--- src/rtl/sdio_data_rx_crc.sv ---
// SDIO 4-bit data-line receiver: start-bit detect, nibble-to-byte deserialise,
// per-lane CRC16 check against the received CRC, end-bit check and status report.
module sdio_data_rx_crc #(
  parameter logic [15:0] POLYNOMIAL = 16'h1021,
  parameter logic [15:0] SEED       = 16'h0000
) (
  input  logic        clk,
  input  logic        rst_n,
  input  logic        en,
  input  logic [11:0] block_size,
  input  logic [3:0]  sd_dat,
  output logic [7:0]  data_byte,
  output logic        data_stb,
  output logic        busy,
  output logic        done,
  output logic        crc_ok,
  output logic [3:0]  crc_err_lanes,
  output logic        end_err
);

  typedef enum logic [2:0] {
    StIdle,
    StWaitStart,
    StData,
    StCrc,
    StEnd,
    StReport
  } state_e;

  state_e            state_q, state_d;
  logic              en_prev_q;
  logic [12:0]       nib_last_q, nib_last_d;
  logic [12:0]       nib_cnt_q, nib_cnt_d;
  logic [3:0]        bit_cnt_q, bit_cnt_d;
  logic [3:0]        hi_q, hi_d;
  logic [7:0]        data_byte_q, data_byte_d;
  logic              data_stb_q, data_stb_d;
  logic              busy_q, busy_d;
  logic              crc_ok_q, crc_ok_d;
  logic [3:0]        crc_err_q, crc_err_d;
  logic              end_err_q, end_err_d;
  logic [3:0][15:0]  calc_q, calc_d;
  logic [3:0][15:0]  rx_q, rx_d;
  logic [3:0]        lane_mis;

  function automatic logic [15:0] crc_step(input logic [15:0] crc, input logic bit_in);
    logic inv;
    inv = bit_in ^ crc[15];
    return {crc[14:0], 1'b0} ^ (inv ? POLYNOMIAL : 16'h0000);
  endfunction

  always_comb begin
    lane_mis = '0;
    for (int i = 0; i < 4; i++) begin
      lane_mis[i] = (calc_q[i] != rx_q[i]);
    end
  end

  always_comb begin
    state_d     = state_q;
    nib_last_d  = nib_last_q;
    nib_cnt_d   = nib_cnt_q;
    bit_cnt_d   = bit_cnt_q;
    hi_d        = hi_q;
    data_byte_d = data_byte_q;
    data_stb_d  = 1'b0;
    busy_d      = busy_q;
    crc_ok_d    = crc_ok_q;
    crc_err_d   = crc_err_q;
    end_err_d   = end_err_q;
    calc_d      = calc_q;
    rx_d        = rx_q;

    if (state_q != StIdle && !en) begin
      // Abort: status stays as cleared at arm, no done, no more strobes.
      state_d = StIdle;
      busy_d  = 1'b0;
    end else begin
      unique case (state_q)
        StIdle: begin
          if (en && !en_prev_q) begin
            // Last nibble index is 2N-1; block_size 0 wraps to 0x1FFF (N = 4096).
            nib_last_d = {block_size - 12'd1, 1'b1};
            nib_cnt_d  = '0;
            crc_ok_d   = 1'b0;
            crc_err_d  = '0;
            end_err_d  = 1'b0;
            calc_d     = {4{SEED}};
            busy_d     = 1'b1;
            state_d    = StWaitStart;
          end
        end
        StWaitStart: begin
          if (sd_dat == 4'b0000) begin
            nib_cnt_d = '0;
            state_d   = StData;
          end
        end
        StData: begin
          for (int i = 0; i < 4; i++) begin
            calc_d[i] = crc_step(calc_q[i], sd_dat[i]);
          end
          if (!nib_cnt_q[0]) begin
            hi_d = sd_dat;
          end else begin
            data_byte_d = {hi_q, sd_dat};
            data_stb_d  = 1'b1;
          end
          nib_cnt_d = nib_cnt_q + 13'd1;
          if (nib_cnt_q == nib_last_q) begin
            bit_cnt_d = '0;
            state_d   = StCrc;
          end
        end
        StCrc: begin
          for (int i = 0; i < 4; i++) begin
            rx_d[i] = {rx_q[i][14:0], sd_dat[i]};
          end
          bit_cnt_d = bit_cnt_q + 4'd1;
          if (bit_cnt_q == 4'd15) begin
            state_d = StEnd;
          end
        end
        StEnd: begin
          // Status is latched here so it is already valid while done is high.
          end_err_d = (sd_dat != 4'b1111);
          crc_err_d = lane_mis;
          crc_ok_d  = ~|lane_mis & (sd_dat == 4'b1111);
          busy_d    = 1'b0;
          state_d   = StReport;
        end
        StReport: begin
          state_d = StIdle;
        end
        default: begin
          state_d = StIdle;
        end
      endcase
    end
  end

  always_ff @(posedge clk) begin
    if (!rst_n) begin
      state_q     <= StIdle;
      en_prev_q   <= 1'b0;
      nib_last_q  <= '0;
      nib_cnt_q   <= '0;
      bit_cnt_q   <= '0;
      hi_q        <= '0;
      data_byte_q <= '0;
      data_stb_q  <= 1'b0;
      busy_q      <= 1'b0;
      crc_ok_q    <= 1'b0;
      crc_err_q   <= '0;
      end_err_q   <= 1'b0;
      calc_q      <= {4{SEED}};
      rx_q        <= '0;
    end else begin
      state_q     <= state_d;
      en_prev_q   <= en;
      nib_last_q  <= nib_last_d;
      nib_cnt_q   <= nib_cnt_d;
      bit_cnt_q   <= bit_cnt_d;
      hi_q        <= hi_d;
      data_byte_q <= data_byte_d;
      data_stb_q  <= data_stb_d;
      busy_q      <= busy_d;
      crc_ok_q    <= crc_ok_d;
      crc_err_q   <= crc_err_d;
      end_err_q   <= end_err_d;
      calc_q      <= calc_d;
      rx_q        <= rx_d;
    end
  end

  assign data_byte     = data_byte_q;
  assign data_stb      = data_stb_q;
  assign busy          = busy_q;
  assign done          = (state_q == StReport);
  assign crc_ok        = crc_ok_q;
  assign crc_err_lanes = crc_err_q;
  assign end_err       = end_err_q;

endmodule
--- config.mk ---
export PLATFORM = sky130hd
export DESIGN_NAME = sdio_data_rx_crc
export DESIGN_NICKNAME = d
export VERILOG_FILES = /design/src/rtl/sdio_data_rx_crc.sv
export SDC_FILE = /design/constraint.sdc
export NUM_CORES = 1
export LEC_CHECK = 0
export CELL_PAD_IN_SITES_DETAIL_PLACEMENT = 2
export CELL_PAD_IN_SITES_GLOBAL_PLACEMENT = 2
export CORE_MARGIN = 2
export CORE_UTILIZATION = 38
export CTS_CLUSTER_SIZE = 28
export DETAILED_ROUTE_END_ITERATION = 8
export PLACE_DENSITY_LB_ADDON = 0.1
export SLEW_MARGIN = 20
export SYNTH_ARGS = -nofsm -noshare
export SYNTH_HDL_FRONTEND = slang
export SYNTH_SLANG_ARGS = --single-unit
--- constraint.sdc ---
create_clock -name clk -period 2.56 [get_ports clk]
set_input_delay 0.512 -clock clk [delete_from_list [all_inputs] [get_ports clk]]
set_output_delay 0.512 -clock clk [all_outputs]
set_load 0.05 [all_outputs]
**Word level (Yosys, flattened, before mapping)**

Cells that the tools add are included.
Widths: inputs -> output; s select.

- Logic and storage cells: 102
- Input bits: 19
- Bits in registers: 182

- Reduce and logical (&&, ||, !) cells: 25
- $add $sub $neg: 3
- Mux-type cells: 24
- Bitwise logic cells: 13
- Eq/ne operators: 17

Operators by type and width:

| cell | count |
|---|---|
| $pmux 64 s2 | 1 |
| $mux 13 | 6 |
| $mux 64 | 1 |
| $ne 16x16->1 | 4 |
| $xor 16x13->16 | 4 |
| $pmux 13 s3 | 1 |
| $reduce_and 3->1 | 6 |
| $pmux 4 s2 | 2 |
| $pmux 3 s5 | 1 |
| $add 13x1->13 const B | 1 |
| $eq 13x13->1 | 1 |
| $mux 3 | 4 |
| $sub 12x1->12 const B | 1 |
| $eq 4x4->1 const B | 2 |
| $mux 4 | 2 |
| $ne 2x2->1 const B | 4 |
| $reduce_and 4->1 | 2 |
| $eq 3x2->1 const B | 2 |
| $eq 3x3->1 const B | 2 |
| $pmux 1 s2 | 3 |
| $reduce_bool 2->1 | 3 |
| $reduce_bool 3->1 | 2 |
| $add 4x1->4 const B | 1 |
| $logic_not 4->1 | 1 |
| 13 further kinds | 25 |

**Longest topological paths before layout**

- Depth after elaboration: 5
- Mapped depth: 8
- Mapped depth without buffers: 7

**Worst setup path before layout**

No wires, ideal clock.

- Path kind: input to register
- Start point: in sd_dat[0]
- End point: reg nib_cnt_q[3]
- Setup slack: 0.581 ns
- Arrival time: 1.864 ns
- Cell stages on the path: 7
- Cell sequence: or4b_1 > o32ai_2 > and2_4 > buf_8 > nand4_2 > xor2_1 > nor2_2

- Cells in the longest elaborated chain, start to end: 3

Ends and longest elaborated chain:

| item | RTL line | RTL |
|---|---|---|
| from (decl) | 11 | `input logic [3:0] sd_dat,` |
| $logic_not 4->1 | 94 | `if (sd_dat == 4'b0000) begin` |
| $ne 2x2->1 (no source line) | - |  |
| $reduce_and 4->1 (no source line) | - |  |
| to (signal assigned) | 162 | `nib_cnt_q <= nib_cnt_d;` |
| to (decl) | 33 | `logic [12:0] nib_cnt_q, nib_cnt_d;` |

No other way between the ends.
A chain may end at the register's enable or synchronous reset.

**Worst setup path in the final report**

- Start point: in sd_dat[0]
- End point: reg nib_cnt_q[4]

The elaborated chain is that of the path after synthesis.

==> flow_summary.toml <==
[clock_network]
cts_tree = "built"
clock_tree.buffer_depth = 2
cts_stage_hold_buffer_count = 0
cts_bufs_inserted = 17
max_h_tree_level = 4
cts_root_buffer = "sky130_fd_sc_hd__clkbuf_16"
post_cts.repair.setup_buffers = 0
post_cts_resized = 0
tritoncts_num_sinks = 182
insertion_delay_ns = 0.44
cts.reportedPaths.clkPinSlew_ns = 0.07

[setup_path]
timing.critical_path.fanout_max = 12
reg2reg_slack_ns = 0.52
timing.reg2reg.worst_path_depth = 5
critical_path_required_ns = 2.89
start_kind = "primary input"
timing.rr.start = "state_q[1]"
arrival_ns = 2.56
worstSetupEndpointType = "flip-flop"
worstSetupStartpoint = "sd_dat[0]"
cp-endpoint = "nib_cnt_q[4]"
worstSetupPathType = "primary input to flip-flop"
r2r_end = "data_byte[3]"

[synthesis]
synthesis.instances = 884
synth-warning-count = 0
synth_top_cells_by_count = "sky130_fd_sc_hd__dfxtp_1, sky130_fd_sc_hd__nand2_1, sky130_fd_sc_hd__xor2_1, sky130_fd_sc_hd__a21oi_1, sky130_fd_sc_hd__a22oi_1"
synth_cell_types = 52
yosys_register_bits = 182
mappedNetlistNets = 906
synthDominantCellAreaShare_pct = 46.69
synth-main-ff-cell = "sky130_fd_sc_hd__dfxtp_1"
post-synth-top-area-cell = "sky130_fd_sc_hd__dfxtp_1"
synth_area_per_cell_um2 = 8.828
yosys.cell_count.top_type = "sky130_fd_sc_hd__dfxtp_1"
synth_edf_count = 0
synth.cell_area_um2 = 7804
synth_sequential_area_ratio_pct = 46.69
synth.area.top_cells = "sky130_fd_sc_hd__dfxtp_1, sky130_fd_sc_hd__xor2_1, sky130_fd_sc_hd__nand2_1"
async_reset_ff_share_pct = 0

[drt]
route.top_layer_used = "met4"
drc_errors = 0
vias = 6455
detailed_routed_wire_length_on_met2_mm = 11.66
route.detailed.wl_per_inst_um = 19.25
drt_iter0_drc = 254
drt-vias-per-instance = 5.429
wl_met3_um = 650
met1Wirelength_mm = 10.27
detailed_route_wire_length_mm = 22.89
detailed_routing_iteration_count_for_the_pre_antenna_repair_pass = 4
antenna_violating_nets_post_route = 0

[placement]
hpwlAfterDp_mm = 15.24
dpl.cell_count = 1158
buffer_ports.inserted = 35
gp_congestion = 0.7839

[die]
pin_count = 36
die_w_um = 147.3
core_region_area_um2 = 20170
core.rowCount = 52
die_area_um2 = 21700
floorplan.initialDensity_pct = 38.69
die_height_um = 147.3

[global_routing]
grt_antenna_before_repair = 0
grt_pass1_wl_mm = 37.72
grt_max_degree = 65
overflow = 0
grt_usage_pct = 21.84
number_of_global_route_vias_before_repair = 7122

[layout]
layout.nets = 929
syn_to_final_growth_pct = 16.72
num-fill-cells = 2233
final_layout_size_suffix_gt1_share_pct = 8.270
utilization_pct = 45.16
insertedDiodeCount = 0
final_cell_count_no_fill = 1189

[hold_path]
min_path_type = "primary input to flip-flop"

[sta]
grt_setup_unrepaired = "no"
final.period_utilization_pct = 87.27
timing_worst_slew_pin_value_ns = 0.6672
final_hold_viol_count = 0
drv_slew = 0
max_freq_ghz = 0.4476
setup_viol = 0
finalWorstPathRequiredPeriod_ns = 2.234
fin_worst_skew_ns = 0.009534
worst_rel_slew_slack_pct = 55.33

[power]
power_switching_mw = 1.375
clock_power_share_pct = 44.2
power.share.switching_pct = 23.90
p_total_mw = 5.755
pwr_density_nw_per_um2 = 631.8
power.static_leakage_nw = 3.540
p_seq_share_pct = 49.9
power.share.combinational_pct = 5.8
internal_power_mw = 4.380
irDropWorstVdd_mv = 0.4362

[flow_run]
drv_cap = 0

[status]
outcome = "complete, no violations"
-- metal layers --
| metal | vias up | track usage (%) |
|---|---|---|
| met2 | 93 | 39.37 |
| met4 | 0 | 6.490 |
| met3 | 24 | 3.540 |
| met5 | - | 0 |
| li1 | 3078 | - |
| met1 | 3260 | 26.80 |
-- how the worst min path moves through the flow --
stage	startpoint	end	slack, ns	cells past startpoint
floorplan	bit_cnt_q[0]	bit_cnt_q[0]	0.45	1
global placement	bit_cnt_q[0]	bit_cnt_q[0]	0.46	1
detailed placement	data_byte[4]	data_byte[4]	0.47	2
CTS	rst_n	calc_q[5]	0.43	2
global route	rst_n	calc_q[6]	0.45	2
finish	rst_n	calc_q[2]	0.44	2
-- cells by family (layout without fill, tap and decap cells) --
kind of cell / Yosys count / in the layout / synth area share, %
XOR/XNOR: 107 / 107 / 12.01
buffers and inverters: 63 / 98 / 3.383
multiplexers: 5 / 5 / 0.6414
adder cells (fa/ha/maj): 3 / 3 / 0.4811
flip-flops: 182 / 182 / 46.69
AND/OR/NAND/NOR: 346 / 346 / 21.66
AO/OA/AOI/OAI: 178 / 178 / 15.14
-- layout by cell type (no fill, tap or decap), drive strengths merged, types with 2 or more instances in the layout --
cell type / instances
inv: 8
and3: 7
or3: 2
clkinvlp: 3
nor2: 40
nand2b: 3
a211oi: 7
buf: 28
nor3: 5
a21boi: 12
xor2: 95
xnor2: 12
clkbuf: 21
o211a: 7
clkinv: 4
dfxtp: 182
nand3: 16
nor3b: 3
and2: 4
ha: 3
a22oi: 67
nor4: 24
nor2b: 61
clkdlybuf4s50: 33
nand2: 160
mux2i: 5
o21ai: 9
nand4: 17
a21oi: 67
-- stage by stage --
stage               setup TNS, ns  hold slack (ns)  cell area [µm²]  setup WS, ns
floorplan                       0           0.4475             7804        0.5811
global placement         -0.01429           0.4602             8551     -0.007408
detailed placement        -0.5973           0.4693             8551      -0.08564
CTS                             0           0.4266             9109        0.3528
global route                    0           0.4493             9109        0.2577
finish                          0           0.4360             9109        0.3258
-- power by group through the flow --
stage          registers (mW)  logic, mW  clock network, mW
2_1_floorplan            2.94      0.191                  0
3_3_place_gp             2.94      0.324                  0
3_5_place_dp             2.94      0.335                  0
4_1_cts                  2.87      0.340               2.60
5_1_grt                  2.88      0.363               2.73
6_report                 2.87      0.335               2.55
-- registers in the layout, summed over array words and instances, names as in the netlist, 3 cells and up --
name / cells
calc_q: 64
rx_q: 64
nib_cnt_q: 13
nib_last_q: 13
data_byte: 8
bit_cnt_q: 4
crc_err_lanes: 4
hi_q: 4
state_q: 3
-- worst max-delay path: stages --
cell and delay, ns:
sky130_fd_sc_hd__clkdlybuf4s50_1 0.48, sky130_fd_sc_hd__or4b_1 0.61, sky130_fd_sc_hd__o32ai_2 0.28, sky130_fd_sc_hd__and2_4 0.29, sky130_fd_sc_hd__nand4_1 0.15, sky130_fd_sc_hd__xnor2_1 0.18, sky130_fd_sc_hd__nor2_1 0.06
-- cell type report --
| class | instances | area [µm²] | area share, % |
|---|---|---|---|
| inverter | 6 | 22.52 | 0.2473 |
| tap | 270 | 337.8 | 3.709 |
| sequential | 182 | 3643 | 40.00 |
| clock buffer | 21 | 460.4 | 5.055 |
| clock inverter | 10 | 97.59 | 1.071 |
| multi-input combinational | 639 | 3921 | 43.05 |
| timing repair buffer | 61 | 625.6 | 6.868 |
No activity file was read; power rests on OpenSTA's default activity.
